===== config.mk =====
export PLATFORM = sky130hd
export DESIGN_NAME = mem_bus_arbiter_flat
export DESIGN_NICKNAME = d
export VERILOG_FILES = /design/src/rtl/mem_bus_arbiter_if.sv /design/src/rtl/mem_bus_arbiter.sv /design/src/flat_wrapper.sv
export SDC_FILE = /design/constraint.sdc
export NUM_CORES = 1
export LEC_CHECK = 0
export BUFFER_PORTS_ARGS = -buffer_cell sky130_fd_sc_hd__buf_2
export CELL_PAD_IN_SITES_DETAIL_PLACEMENT = 1
export CELL_PAD_IN_SITES_GLOBAL_PLACEMENT = 1
export CORE_AREA = 2 2 284 286
export CTS_BUF_LIST = sky130_fd_sc_hd__clkbuf_4
export CTS_CLUSTER_DIAMETER = 60
export CTS_CLUSTER_SIZE = 16
export DETAILED_ROUTE_END_ITERATION = 10
export DIE_AREA = 0 0 286 288
export PLACE_DENSITY_LB_ADDON = 0.25
export SYNTH_ARGS = -nofsm -noshare
export SYNTH_HDL_FRONTEND = slang
export SYNTH_SLANG_ARGS = --single-unit

===== constraint.sdc =====
create_clock -name clk -period 27.3 [get_ports clk]
set_input_delay 2.73 -clock clk [delete_from_list [all_inputs] [get_ports clk]]
set_output_delay 2.73 -clock clk [all_outputs]
set_load 0.05 [all_outputs]

===== src/rtl/mem_bus_arbiter_if.sv =====
// Bundled I-cache, D-cache and main-memory block-port signals for mem_bus_arbiter.
// The master modport is the arbiter side; slave is the caches/memory side.
interface mem_bus_arbiter_if #(
  parameter int BLK_ADDR_W = 28,
  parameter int BLK_W      = 128
);
  logic                  i_read;
  logic [BLK_ADDR_W-1:0] i_address;
  logic [BLK_W-1:0]      i_readdata;
  logic                  i_busywait;
  logic                  d_read;
  logic                  d_write;
  logic [BLK_ADDR_W-1:0] d_address;
  logic [BLK_W-1:0]      d_writedata;
  logic [BLK_W-1:0]      d_readdata;
  logic                  d_busywait;
  logic                  m_read;
  logic                  m_write;
  logic [BLK_ADDR_W-1:0] m_address;
  logic [BLK_W-1:0]      m_writedata;
  logic [BLK_W-1:0]      m_readdata;
  logic                  m_busywait;

  modport master (
    input  i_read, i_address, d_read, d_write, d_address, d_writedata,
           m_readdata, m_busywait,
    output i_readdata, i_busywait, d_readdata, d_busywait,
           m_read, m_write, m_address, m_writedata
  );

  modport slave (
    output i_read, i_address, d_read, d_write, d_address, d_writedata,
           m_readdata, m_busywait,
    input  i_readdata, i_busywait, d_readdata, d_busywait,
           m_read, m_write, m_address, m_writedata
  );
endinterface


===== src/rtl/mem_bus_arbiter.sv =====
// Serialises I-cache block reads and D-cache reads/write-backs onto one memory port.
// Define MEM_ARB_ROUND_ROBIN_EN for alternating grants on ties; default is strict D priority.
module mem_bus_arbiter #(
  parameter int BLK_ADDR_W = 28,
  parameter int BLK_W      = 128
) (
  input  logic                clk,
  input  logic                reset,
  mem_bus_arbiter_if.master   bus
);

  typedef enum logic [2:0] {IDLE, D_BUSY, I_BUSY, D_DONE, I_DONE} state_t;

  state_t                state_q, state_d;
  logic                  rd_q, wr_q, first_q;
  logic [BLK_ADDR_W-1:0] addr_q;
  logic [BLK_W-1:0]      wdata_q, i_rdata_q, d_rdata_q;
  logic                  d_req, grant_d, grant_i, complete;

  assign d_req = bus.d_read | bus.d_write;

`ifdef MEM_ARB_ROUND_ROBIN_EN
  logic last_d_q;

  // Cleared to "I last" so the D-cache wins the first tie after reset.
  always_ff @(posedge clk or posedge reset) begin
    if (reset) begin
      last_d_q <= 1'b0;
    end else if (grant_d) begin
      last_d_q <= 1'b1;
    end else if (grant_i) begin
      last_d_q <= 1'b0;
    end
  end
`endif

  always_comb begin
    state_d  = state_q;
    grant_d  = 1'b0;
    grant_i  = 1'b0;
    complete = 1'b0;
    case (state_q)
      IDLE: begin
`ifdef MEM_ARB_ROUND_ROBIN_EN
        grant_i = bus.i_read & (last_d_q | ~d_req);
        grant_d = d_req & ~grant_i;
`else
        grant_d = d_req;
        grant_i = bus.i_read & ~d_req;
`endif
        if (grant_d)      state_d = D_BUSY;
        else if (grant_i) state_d = I_BUSY;
      end
      // The first BUSY edge precedes the memory's registered busywait, so it never completes.
      D_BUSY: if (!first_q && !bus.m_busywait) begin
        complete = 1'b1;
        state_d  = D_DONE;
      end
      I_BUSY: if (!first_q && !bus.m_busywait) begin
        complete = 1'b1;
        state_d  = I_DONE;
      end
      default: state_d = IDLE;
    endcase
  end

  always_ff @(posedge clk or posedge reset) begin
    if (reset) begin
      state_q   <= IDLE;
      rd_q      <= 1'b0;
      wr_q      <= 1'b0;
      first_q   <= 1'b0;
      addr_q    <= '0;
      wdata_q   <= '0;
      i_rdata_q <= '0;
      d_rdata_q <= '0;
    end else begin
      state_q <= state_d;
      if (grant_d) begin
        // Read+write together is a write-back; the cache re-requests the read later.
        rd_q    <= bus.d_read & ~bus.d_write;
        wr_q    <= bus.d_write;
        addr_q  <= bus.d_address;
        wdata_q <= bus.d_writedata;
        first_q <= 1'b1;
      end else if (grant_i) begin
        rd_q    <= 1'b1;
        wr_q    <= 1'b0;
        addr_q  <= bus.i_address;
        first_q <= 1'b1;
      end else if (complete) begin
        rd_q <= 1'b0;
        wr_q <= 1'b0;
        if (rd_q && state_q == D_BUSY) d_rdata_q <= bus.m_readdata;
        if (rd_q && state_q == I_BUSY) i_rdata_q <= bus.m_readdata;
      end else begin
        first_q <= 1'b0;
      end
    end
  end

  assign bus.m_read      = rd_q;
  assign bus.m_write     = wr_q;
  assign bus.m_address   = addr_q;
  assign bus.m_writedata = wdata_q;
  assign bus.i_readdata  = i_rdata_q;
  assign bus.d_readdata  = d_rdata_q;
  assign bus.d_busywait  = d_req & (state_q != D_DONE);
  assign bus.i_busywait  = bus.i_read & (state_q != I_DONE);

endmodule


===== src/flat_wrapper.sv =====
// flat-port wrapper written by rule: the top's interface ports become plain ports
module mem_bus_arbiter_flat 
#(
  parameter int BLK_ADDR_W = 28,
  parameter int BLK_W      = 128
)
  (clk, reset, bus_i_read, bus_i_address, bus_d_read, bus_d_write, bus_d_address, bus_d_writedata, bus_m_readdata, bus_m_busywait, bus_i_readdata, bus_i_busywait, bus_d_readdata, bus_d_busywait, bus_m_read, bus_m_write, bus_m_address, bus_m_writedata);
  mem_bus_arbiter_if #(.BLK_ADDR_W(BLK_ADDR_W), .BLK_W(BLK_W)) bus_i ();
  input  logic clk;
  input  logic reset;
  input wire logic [$bits(bus_i.i_read)-1:0] bus_i_read;
  input wire logic [$bits(bus_i.i_address)-1:0] bus_i_address;
  input wire logic [$bits(bus_i.d_read)-1:0] bus_d_read;
  input wire logic [$bits(bus_i.d_write)-1:0] bus_d_write;
  input wire logic [$bits(bus_i.d_address)-1:0] bus_d_address;
  input wire logic [$bits(bus_i.d_writedata)-1:0] bus_d_writedata;
  input wire logic [$bits(bus_i.m_readdata)-1:0] bus_m_readdata;
  input wire logic [$bits(bus_i.m_busywait)-1:0] bus_m_busywait;
  output wire logic [$bits(bus_i.i_readdata)-1:0] bus_i_readdata;
  output wire logic [$bits(bus_i.i_busywait)-1:0] bus_i_busywait;
  output wire logic [$bits(bus_i.d_readdata)-1:0] bus_d_readdata;
  output wire logic [$bits(bus_i.d_busywait)-1:0] bus_d_busywait;
  output wire logic [$bits(bus_i.m_read)-1:0] bus_m_read;
  output wire logic [$bits(bus_i.m_write)-1:0] bus_m_write;
  output wire logic [$bits(bus_i.m_address)-1:0] bus_m_address;
  output wire logic [$bits(bus_i.m_writedata)-1:0] bus_m_writedata;
  assign bus_i.i_read = bus_i_read;
  assign bus_i.i_address = bus_i_address;
  assign bus_i.d_read = bus_d_read;
  assign bus_i.d_write = bus_d_write;
  assign bus_i.d_address = bus_d_address;
  assign bus_i.d_writedata = bus_d_writedata;
  assign bus_i.m_readdata = bus_m_readdata;
  assign bus_i.m_busywait = bus_m_busywait;
  assign bus_i_readdata = bus_i.i_readdata;
  assign bus_i_busywait = bus_i.i_busywait;
  assign bus_d_readdata = bus_i.d_readdata;
  assign bus_d_busywait = bus_i.d_busywait;
  assign bus_m_read = bus_i.m_read;
  assign bus_m_write = bus_i.m_write;
  assign bus_m_address = bus_i.m_address;
  assign bus_m_writedata = bus_i.m_writedata;
  mem_bus_arbiter #(.BLK_ADDR_W(BLK_ADDR_W), .BLK_W(BLK_W)) u_core (.clk(clk), .reset(reset), .bus(bus_i));
endmodule

==> out/qor.json, run 1 <==
{
  "wire_length_of_the_first_global_routing_pass_um": 79050,
  "worst-endpoint-arrival_ps": 3810,
  "async_s_r_ff_share_synth_pct": 100.0,
  "critical_path.endpoint_type": "output pin",
  "clock_sinks": 418,
  "seq_area_um2": 10460,
  "startpoint_to_endpoint_class_of_the_critical_path": "in2out",
  "timing.critical_path.required_ps": 24570,
  "setup_repair_after_global_routing_missed_its_margin": "false",
  "chip_width_um": 286,
  "flow.area_growth_from_synthesis_pct": 33.66,
  "synth_most_common_cell": "sky130_fd_sc_hd__dfrtp_1",
  "gr-total-overflow": 0,
  "grt_start_max_net_pins": 121,
  "ctsHtreeMaxLevel": 2,
  "cts-resized-gates": 0,
  "min_period_over_period_pct": 23.96,
  "reg2reg_setup_slack_ps": 24370,
  "antenna_violations_before_repair": 10,
  "initial_utilization_pct": 20.44,
  "timing_worst_slew_pin_value_ps": 1092,
  "io-pin-count": 734,
  "netlist.top_cell.by_area": "sky130_fd_sc_hd__dfrtp_1",
  "fin_skew_ps": 51.57,
  "timing.fmax_mhz": 152.9,
  "core_area_um2": 79640,
  "post_cts.repair.setup_buffers": 0,
  "outcome": "complete, no violations",
  "number_of_instances_in_the_synthesized_netlist": 944,
  "timing.final.setup_violations": 0,
  "final_hold_viol_count": 0,
  "number_of_warning_messages_in_the_yosys_log": 0,
  "synth_ff_type": "sky130_fd_sc_hd__dfrtp_1",
  "synth.cell_area_um2": 16280,
  "synth_top_cells_by_area": "sky130_fd_sc_hd__dfrtp_1 (64%), sky130_fd_sc_hd__mux2_2 (11%), sky130_fd_sc_hd__mux2_4 (10%)",
  "floorplan.die_area_um2": 82370,
  "slew_headroom_pct": 27.20,
  "std_cell_rows": 104,
  "layout-drive-gt1-share_pct": 63.85,
  "synth_nets": 1262,
  "wl_per_cell_um": 19.26,
  "number_of_routed_nets_with_antenna_violations": 0,
  "clkSlewWorstSetupHoldPaths_ps": 120,
  "clock_latency_on_the_worst_skew_pair_ps": 810,
  "min_period_ps": 6542,
  "cap_viol_max_count": 0,
  "yosys-top-cells-count": "sky130_fd_sc_hd__dfrtp_1 (418), sky130_fd_sc_hd__mux2_2 (154), sky130_fd_sc_hd__mux2_1 (120), sky130_fd_sc_hd__mux2_4 (110), sky130_fd_sc_hd__a22oi_1 (29)",
  "fill_cells": 8967,
  "yosysTopAreaCellShare_pct": 64.25,
  "multi_input_area_um2": 5384,
  "register_area_share_after_synthesis_pct": 64.25,
  "drcViolationCount": 0,
  "worst-path-max-fanout": 4,
  "finalWeightedCongestion": 0.7945,
  "drt_iter0_drc": 293,
  "fp.dieH_um": 288,
  "syn_area_per_cell_um2": 17.25,
  "fin_tns_setup_ps": 0,
  "synth_cell_types": 31,
  "synth.ff_latch_count": 418,
  "worst_setup_path_start_kind": "primary input",
  "detailroute.via_count": 10940,
  "port_buffers": 733,
  "clock_path_buffers": 3,
  "first_pass_iters": 4,
  "cts_root_buf": "sky130_fd_sc_hd__clkbuf_4",
  "detailedPlacementHpwl_um": 40660,
  "post_cts_hold_buffer_count": 0,
  "post_drt_via_cell_ratio": 3.916,
  "global_route.usage.total_pct": 12.53,
  "holdCritPathClass": "reg2reg",
  "tritoncts": "yes",
  "count_of_flip_flops_with_a_built_in_enable_after_synthesis": 0,
  "tritoncts.num_buffers": 49,
  "maxSlewViolCount": 0,
  "wl_um": 53820,
  "vias_in_the_first_global_route": 12190,
  "num-nets-final": 2003
}
[worst paths after layout]
| check | from | to | cells past startpoint |
|---|---|---|---|
| max reg2reg | u_core.state_q[2] | u_core.bus.m_writedata[35] | 5 |
| min reg2reg | u_core.bus.m_writedata[59] | u_core.bus.m_writedata[59] | 1 |
| min | u_core.bus.m_writedata[59] | u_core.bus.m_writedata[59] | 1 |
| max in group asynchronous | reset | u_core.state_q[1] | 5 |
| max | bus_d_write | bus_d_busywait | 4 |
| min in group asynchronous | reset | u_core.bus.i_readdata[75] | 2 |
[metal layers]
layer / track usage [%] / wire length (µm) / share of wire (%)
met1: 13.51 / 19550 / 36
met2: 23.12 / 28860 / 54
met3: 4.097 / 4115 / 7.6
met4: 3.783 / 1264 / 2.3
met5: 0 / 30 / 0.056
[cell usage in the layout (no fill, tap or decap), drive strengths merged, types with 2 or more instances in the layout]
master,count
inv,14
nor2b,2
clkbuf,53
clkinvlp,4
diode,8
o2bb2ai,28
nor3,3
buf,748
a21boi,2
clkinv,21
mux2,384
o21ai,2
dfrtp,418
nor2,4
bufinv,2
a22oi,29
[worst max-delay path, stage by stage]
cell and delay (ps):
sky130_fd_sc_hd__buf_2 120, sky130_fd_sc_hd__or2_1 170, sky130_fd_sc_hd__a21boi_0 410, sky130_fd_sc_hd__buf_2 370
[cell families (layout without fill, tap and decap cells)]
kind of cell | Yosys count | count (layout) | synth area share, %
other | 0 | 8 | 0
flip-flops | 418 | 418 | 64.25
buffers and inverters | 60 | 842 | 2.767
AO/OA/AOI/OAI | 64 | 64 | 3.166
AND/OR/NAND/NOR | 17 | 17 | 0.6688
multiplexers | 384 | 384 | 29.10
XOR/XNOR | 1 | 1 | 0.05381
[cell type report]
cell class | instances | share of cell area [%]
Antenna cell | 8 | 0.09200
Clock buffer | 53 | 1.828
Clock inverter | 39 | 1.673
Inverter | 2 | 0.06900
Multi-Input combinational cell | 466 | 24.74
Sequential cell | 418 | 48.07
Tap cell | 1060 | 6.095
Timing Repair Buffer | 748 | 17.43
[state kept, by name, summed over array words and instances, names as in the netlist]
name,cells
u_core.bus.m_writedata,128
u_core.bus.m_write,1
u_core.bus.d_readdata,128
u_core.bus.m_read,1
u_core.bus.i_readdata,128
u_core.first_q,1
u_core.state_q,3
u_core.bus.m_address,28
[stage by stage]
| stage | instances | setup slack [ps] | utilization [%] | area (µm²) | hold slack [ps] |
|---|---|---|---|---|---|
| floorplan | 944 | 12940 | - | 16280 | 575.4 |
| global placement | 2694 | 20780 | 26.34 | 20980 | 467.4 |
| detailed placement | 2694 | 20780 | 26.34 | 20980 | 468.8 |
| CTS | 2786 | 20780 | 27.30 | 21740 | 506.7 |
| global route | 2792 | 20700 | 27.32 | 21760 | 511.9 |
| finish | 2794 | 20760 | 27.33 | 21760 | 499.2 |
Power of run 1 is not shown: default switching activity piles up to over one toggle a cycle in this logic, so the estimate is an artifact.
==> inputs of run 2 (changes only) <==
--- a/config.mk
+++ b/config.mk
@@ -8,12 +8,12 @@
 export BUFFER_PORTS_ARGS = -buffer_cell sky130_fd_sc_hd__buf_2
 export CELL_PAD_IN_SITES_DETAIL_PLACEMENT = 1
 export CELL_PAD_IN_SITES_GLOBAL_PLACEMENT = 1
-export CORE_AREA = 2 2 284 286
+export CORE_AREA = 2 2 285 287
 export CTS_BUF_LIST = sky130_fd_sc_hd__clkbuf_4
 export CTS_CLUSTER_DIAMETER = 60
 export CTS_CLUSTER_SIZE = 16
 export DETAILED_ROUTE_END_ITERATION = 10
-export DIE_AREA = 0 0 286 288
+export DIE_AREA = 0 0 287 289
 export PLACE_DENSITY_LB_ADDON = 0.25
 export SYNTH_ARGS = -nofsm -noshare
 export SYNTH_HDL_FRONTEND = slang
==> constraint.sdc (replaced) <==
create_clock -name clk -period 5.3 [get_ports clk]
set_input_delay 0.53 -clock clk [delete_from_list [all_inputs] [get_ports clk]]
set_output_delay 0.53 -clock clk [all_outputs]
set_load 0.05 [all_outputs]
==> out/qor.json, run 2 (synthesis results as in run 1) <==
{
  "place_area": {"value": 21020, "unit": "µm²", "change": "was 20980 µm²"},
  "wire_length_of_the_first_global_routing_pass": {"value": 83500, "unit": "µm", "change": "was 79050 µm"},
  "worstRegToRegCells": {"value": 5, "change": "unchanged"},
  "floorplan.die_area": {"value": 82940, "unit": "µm²", "change": "was 82370 µm²"},
  "detailroute.via_count": {"value": 12200, "change": "was 10940"},
  "reg2reg_setup_slack": {"value": 2830, "unit": "ps", "change": "was 24370 ps"},
  "tritoncts": {"value": "yes", "change": "unchanged"},
  "multi_input_area": {"value": 5384, "unit": "µm²", "change": "unchanged"},
  "min_period_over_period_pct": 62.34,
  "io-pin-count": {"value": 734, "change": "unchanged"},
  "cap_viol_max_count": {"value": 0, "change": "unchanged"},
  "worst-path-max-fanout": {"value": 32, "change": "was 4"},
  "worst_setup_path_start_kind": {"value": "primary input", "change": "unchanged"},
  "post_cts_hold_buffer_count": {"value": 313, "change": "was 0"},
  "gr-total-overflow": {"value": 0, "change": "unchanged"},
  "global_route.usage.total": {"value": 12.86, "unit": "%", "change": "was 12.53%"},
  "cts-resized-gates": {"value": 0, "change": "unchanged"},
  "hold_ws": {"value": 145.7, "unit": "ps", "change": "was 499.2 ps"},
  "timing_worst_slew_pin_value": {"value": 1234, "unit": "ps", "change": "was 1092 ps"},
  "outcome": {"value": "complete, no violations", "change": "unchanged"},
  "grt_start_max_net_pins": {"value": 159, "change": "was 121"},
  "final_core_density": {"value": 31.12, "unit": "%", "change": "was 27.33%"},
  "clkSlewWorstSetupHoldPaths": {"value": 130, "unit": "ps", "change": "was 120 ps"},
  "number_of_routed_nets_with_antenna_violations": {"value": 0, "change": "unchanged"},
  "critical_path.endpoint_type": {"value": "output pin", "change": "unchanged"},
  "clock_sinks": {"value": 418, "change": "unchanged"},
  "finish.instance_area": {"value": 24860, "unit": "µm²", "change": "was 21760 µm²"},
  "worst-endpoint-arrival": {"value": 2770, "unit": "ps", "change": "was 3810 ps"},
  "fin_ws": {"value": 1996, "unit": "ps", "change": "was 20760 ps"},
  "clock_path_buffers": {"value": 3, "change": "unchanged"},
  "core_area": {"value": 79900, "unit": "µm²", "change": "was 79640 µm²"},
  "cts_root_buf": {"value": "sky130_fd_sc_hd__clkbuf_4", "change": "unchanged"},
  "num-nets-final": {"value": 2309, "change": "was 2003"},
  "layout-drive-gt1-share": {"value": 53.93, "unit": "%", "change": "was 63.85%"},
  "initial_utilization": {"value": 20.38, "unit": "%", "change": "was 20.44%"},
  "slew_headroom": {"value": 17.75, "unit": "%", "change": "was 27.20%"},
  "startpoint_to_endpoint_class_of_the_critical_path": {"value": "in2out", "change": "unchanged"},
  "drt_iter0_drc": {"value": 418, "change": "was 293"},
  "fin_skew": {"value": 75.87, "unit": "ps", "change": "was 51.57 ps"},
  "flow.area_growth_from_synthesis": {"value": 52.70, "unit": "%", "change": "was 33.66%"},
  "finalWeightedCongestion": {"value": 0.7999, "change": "was 0.7945"},
  "antenna_violations_before_repair": {"value": 4, "change": "was 10"},
  "ctsHtreeMaxLevel": {"value": 2, "change": "unchanged"},
  "detailedPlacementHpwl": {"value": 39910, "unit": "µm", "change": "was 40660 µm"},
  "post_drt_via_cell_ratio": {"value": 3.950, "change": "was 3.916"},
  "post_cts.repair.setup_buffers": {"value": 0, "change": "unchanged"},
  "first_pass_iters": {"value": 4, "change": "unchanged"},
  "fp.dieH": {"value": 289, "unit": "µm", "change": "was 288 µm"},
  "holdCritPathClass": {"value": "in2reg", "change": "was reg2reg"},
  "final_common_cell": {"value": "sky130_fd_sc_hd__buf_2", "change": "unchanged"},
  "maxSlewViolCount": {"value": 0, "change": "unchanged"},
  "min_period_ps": 3304,
  "setup_repair_after_global_routing_missed_its_margin": {"value": "false", "change": "unchanged"},
  "wl_per_cell": {"value": 17.96, "unit": "µm", "change": "was 19.26 µm"},
  "setup.worst_path.start": {"value": "bus_d_write", "change": "unchanged"},
  "timing.critical_path.required": {"value": 4770, "unit": "ps", "change": "was 24570 ps"},
  "layout_common_cells": {"value": "sky130_fd_sc_hd__buf_2 (733), sky130_fd_sc_hd__dfrtp_1 (418), sky130_fd_sc_hd__dlygate4sd3_1 (313)", "change": "was sky130_fd_sc_hd__buf_2 (733), sky130_fd_sc_hd__dfrtp_1 (418), sky130_fd_sc_hd__mux2_2 (154)"},
  "min_delay_path_depth": {"value": 3, "change": "was 1"},
  "port_buffers": {"value": 733, "change": "unchanged"},
  "final_hold_viol_count": {"value": 0, "change": "unchanged"},
  "chip_width": {"value": 287, "unit": "µm", "change": "was 286 µm"},
  "post-place-ws": {"value": 2539, "unit": "ps", "change": "was 20780 ps"},
  "wl": {"value": 55450, "unit": "µm", "change": "was 53820 µm"},
  "min_from": {"value": "bus_d_address[24]", "change": "was u_core.bus.m_writedata[59]"},
  "timing.final.setup_violations": {"value": 0, "change": "unchanged"},
  "std_cell_rows": {"value": 104, "change": "unchanged"},
  "drcViolationCount": {"value": 0, "change": "unchanged"},
  "vias_in_the_first_global_route": {"value": 13770, "change": "was 12190"},
  "seq_area": {"value": 10460, "unit": "µm²", "change": "unchanged"},
  "clock_latency_on_the_worst_skew_pair": {"value": 810, "unit": "ps", "change": "about the same"},
  "timing.fmax_mhz": 302.6,
  "fill_cells": {"value": 8817, "change": "was 8967"},
  "r2r-start": {"value": "u_core.state_q[2]", "change": "unchanged"},
  "tritoncts.num_buffers": {"value": 44, "change": "was 49"}
}
## run 2: changes by cell type in the layout (fill, tap and decap cells not counted), moves of 4 or more
| cell | delta |
|---|---|
| sky130_fd_sc_hd__clkinv_8 | -4 |
| sky130_fd_sc_hd__diode_2 | -4 |
| sky130_fd_sc_hd__buf_4 | -7 |
| sky130_fd_sc_hd__dlygate4sd3_1 | +313 |
| sky130_fd_sc_hd__buf_12 | +5 |
| sky130_fd_sc_hd__inv_6 | -4 |
| sky130_fd_sc_hd__clkinv_1 | -5 |
## run 2: final timing paths
check / to
worst min-delay path: u_core.bus.m_address[24]
worst max register to register: u_core.bus.i_readdata[115]
min in group asynchronous: u_core.bus.i_readdata[89]
max in group asynchronous: u_core.first_q
worst max-delay path: bus_d_busywait
worst min register to register: u_core.bus.m_address[26]
## run 2: per-stage QoR
stage,instances,TNS [ps]
6_report,3087,0
3_3_place_gp,2692,0
5_1_grt,3087,0
3_5_place_dp,2692,0
2_1_floorplan,944,-362630
4_1_cts,3083,0
## run 2: layout make-up
type	count	share of cell area, %
antenna	4	0.04026
clock buffer	53	1.600
clock inverter	25	1.193
inverter	2	0.04530
multi-input combinational	466	21.66
sequential	418	42.08
tap	1060	5.335
timing repair buffer	1059	28.05
## run 2: critical path: stages
cell,delay (ps)
sky130_fd_sc_hd__dlygate4sd3_1,530
sky130_fd_sc_hd__buf_2,160
sky130_fd_sc_hd__or2_1,940
sky130_fd_sc_hd__a21boi_0,290
sky130_fd_sc_hd__buf_2,300
## run 2: metal layers
layer / share of wire (%) / vias up / track usage, % / wire (µm)
li1: - / 5484 / - / -
met5: 0.022 / - / 0 / 12
met1: 37 / 6173 / 14.15 / 20630
met4: 3.9 / 2 / 4.883 / 2167
met2: 53 / 424 / 23.60 / 29170
met3: 6.3 / 112 / 3.402 / 3471
Power of run 2 is left out for the same reason.
==> inputs of run 3 (changes only) <==
==> constraint.sdc (replaced) <==
create_clock -name clk -period 2.9 [get_ports clk]
set_input_delay 0.29 -clock clk [delete_from_list [all_inputs] [get_ports clk]]
set_output_delay 0.29 -clock clk [all_outputs]
set_load 0.05 [all_outputs]
==> out/qor.json, run 3 (synthesis results as in run 1) <==
{
  "finalWeightedCongestion": {"value": 0.7885, "change": "was 0.7999"},
  "tritoncts": {"value": "yes", "change": "unchanged"},
  "min_delay_path_depth": {"value": 3, "change": "unchanged"},
  "slew_headroom": {"value": 26.30, "unit": "%", "change": "was 17.75%"},
  "cap_viol_max_count": {"value": 0, "change": "unchanged"},
  "finish.instance_area": {"value": 25290, "unit": "µm²", "change": "was 24860 µm²"},
  "gr-total-overflow": {"value": 0, "change": "unchanged"},
  "num-nets-final": {"value": 2340, "change": "was 2309"},
  "stdcell_count": {"value": 3120, "change": "was 3087"},
  "timing_worst_slew_pin_value": {"value": 1106, "unit": "ps", "change": "was 1234 ps"},
  "clkSlewWorstSetupHoldPaths": {"value": 160, "unit": "ps", "change": "was 130 ps"},
  "first_pass_iters": {"value": 4, "change": "unchanged"},
  "detailroute.via_count": {"value": 12250, "change": "was 12200"},
  "setup_repair_after_global_routing_missed_its_margin": {"value": "false", "change": "unchanged"},
  "maxSlewViolCount": {"value": 0, "change": "unchanged"},
  "timing.critical_path.required": {"value": 3610, "unit": "ps", "change": "was 4770 ps"},
  "place_area": {"value": 21180, "unit": "µm²", "change": "was 21020 µm²"},
  "drt_iter0_drc": {"value": 328, "change": "was 418"},
  "grt_start_max_net_pins": {"value": 101, "change": "was 159"},
  "worst_setup_path_start_kind": {"value": "primary input", "change": "unchanged"},
  "drcViolationCount": {"value": 0, "change": "unchanged"},
  "tritoncts.num_buffers": {"value": 46, "change": "was 44"},
  "number_of_routed_nets_with_antenna_violations": {"value": 0, "change": "unchanged"},
  "fp.dieH": {"value": 289, "unit": "µm", "change": "unchanged"},
  "post_drt_via_cell_ratio": {"value": 3.926, "change": "was 3.950"},
  "final_common_cell": {"value": "sky130_fd_sc_hd__buf_2", "change": "unchanged"},
  "layout-drive-gt1-share": {"value": 53.72, "unit": "%", "change": "was 53.93%"},
  "ctsHtreeMaxLevel": {"value": 2, "change": "unchanged"},
  "clock_path_buffers": {"value": 3, "change": "unchanged"},
  "clock_sinks": {"value": 418, "change": "unchanged"},
  "critical_path.endpoint_type": {"value": "register", "change": "was output pin"},
  "min_period_ps": 2774,
  "fin_tns_setup": {"value": 0, "unit": "ps", "change": "unchanged"},
  "placed_cell_count": {"value": 2703, "change": "was 2692"},
  "floorplan.die_area": {"value": 82940, "unit": "µm²", "change": "unchanged"},
  "worstRegToRegCells": {"value": 3, "change": "was 5"},
  "std_cell_rows": {"value": 104, "change": "unchanged"},
  "initial_utilization": {"value": 20.38, "unit": "%", "change": "unchanged"},
  "timing.fmax_mhz": 360.5,
  "cts_root_buf": {"value": "sky130_fd_sc_hd__clkbuf_4", "change": "unchanged"},
  "port_buffers": {"value": 733, "change": "unchanged"},
  "vias_in_the_first_global_route": {"value": 13830, "change": "was 13770"},
  "fin_skew": {"value": 52.84, "unit": "ps", "change": "was 75.87 ps"},
  "wl": {"value": 56960, "unit": "µm", "change": "was 55450 µm"},
  "global_route.usage.total": {"value": 13.18, "unit": "%", "change": "was 12.86%"},
  "antenna_violations_before_repair": {"value": 2, "change": "was 4"},
  "layout_common_cells": {"value": "sky130_fd_sc_hd__buf_2 (733), sky130_fd_sc_hd__dfrtp_1 (418), sky130_fd_sc_hd__dlygate4sd3_1 (331)", "change": "was sky130_fd_sc_hd__buf_2 (733), sky130_fd_sc_hd__dfrtp_1 (418), sky130_fd_sc_hd__dlygate4sd3_1 (313)"},
  "detailedPlacementHpwl": {"value": 41260, "unit": "µm", "change": "was 39910 µm"},
  "flow.area_growth_from_synthesis": {"value": 55.33, "unit": "%", "change": "was 52.70%"},
  "core_area": {"value": 79900, "unit": "µm²", "change": "unchanged"},
  "worst-path-max-fanout": {"value": 18, "change": "was 32"},
  "clock_latency_on_the_worst_skew_pair": {"value": 820, "unit": "ps", "change": "was 810 ps"},
  "wl_per_cell": {"value": 18.26, "unit": "µm", "change": "was 17.96 µm"},
  "chip_width": {"value": 287, "unit": "µm", "change": "unchanged"},
  "min_period_over_period_pct": 95.66,
  "io-pin-count": {"value": 734, "change": "unchanged"},
  "worst-endpoint-arrival": {"value": 3490, "unit": "ps", "change": "was 2770 ps"},
  "wire_length_of_the_first_global_routing_pass": {"value": 84960, "unit": "µm", "change": "was 83500 µm"},
  "final_hold_viol_count": {"value": 0, "change": "unchanged"},
  "outcome": {"value": "complete, no violations", "change": "unchanged"},
  "holdCritPathClass": {"value": "in2reg", "change": "unchanged"},
  "timing.final.setup_violations": {"value": 0, "change": "unchanged"},
  "startpoint_to_endpoint_class_of_the_critical_path": {"value": "in2reg", "change": "was in2out"}
}
-- run 3: path summary, 6_finish.rpt --
kind / startpoint / endpoint / slack, ps
max in group asynchronous: reset / u_core.bus.d_readdata[101] / 1140
worst max-delay path: bus_d_write / u_core.bus.m_address[12] / 130
worst min register to register: u_core.bus.m_address[16] / u_core.bus.m_address[16] / 500
min in group asynchronous: reset / u_core.bus.d_readdata[89] / 690
worst max register to register: u_core.state_q[2] / u_core.bus.m_address[7] / 490
worst min-delay path: bus_d_writedata[83] / u_core.bus.m_writedata[83] / 220
-- run 3: what timing repair did --
action | 4_1_cts | 5_1_grt
setup endpoints to repair | 0 | 0
hold buffers | 331 | 0
endpoints found under the hold margin | 535 | 0
gates resized for setup | 0 | 0
buffers inserted | 0 | 0
-- run 3: layer usage --
metal / wire length (µm) / track usage, % / vias to the layer above
met4: 1966 / 4.870 / 0
met5: 0 / 0 / -
met3: 3860 / 3.551 / 105
met1: 21160 / 14.35 / 6182
met2: 29970 / 24.36 / 413
li1: - / - / 5549
-- run 3: critical path, stage by stage --
cell and delay, ps:
sky130_fd_sc_hd__dlygate4sd3_1 560, sky130_fd_sc_hd__buf_2 160, sky130_fd_sc_hd__nor3b_2 700, sky130_fd_sc_hd__buf_4 360, sky130_fd_sc_hd__a22oi_1 120, sky130_fd_sc_hd__dlygate4sd3_1 590, sky130_fd_sc_hd__o2bb2ai_1 130, sky130_fd_sc_hd__dlygate4sd3_1 570
-- run 3: final cells by class --
| cell class | count | area [µm²] |
|---|---|---|
| sequential | 418 | 10460 |
| clock inverter | 36 | 434.2 |
| tap | 1060 | 1326 |
| antenna | 3 | 7.507 |
| fill | 8828 | 54610 |
| timing repair buffer | 1088 | 7312 |
| multi-input combinational | 466 | 5384 |
| clock buffer | 47 | 352.8 |
| inverter | 2 | 11.26 |
-- run 3: metrics by stage --
step / utilization (%) / hold slack [ps] / worst slack [ps]
after CTS: 31.64 / 54.51 / 237.9
final: 31.65 / 224.5 / 125.9
after global routing: 31.65 / 97.70 / 41.50
after floorplan: - / 399.4 / -3028
after global placement: 26.51 / 443.6 / 757.8
after detailed placement: 26.51 / 437.7 / 713.4
Power of run 3 is left out for the same reason.
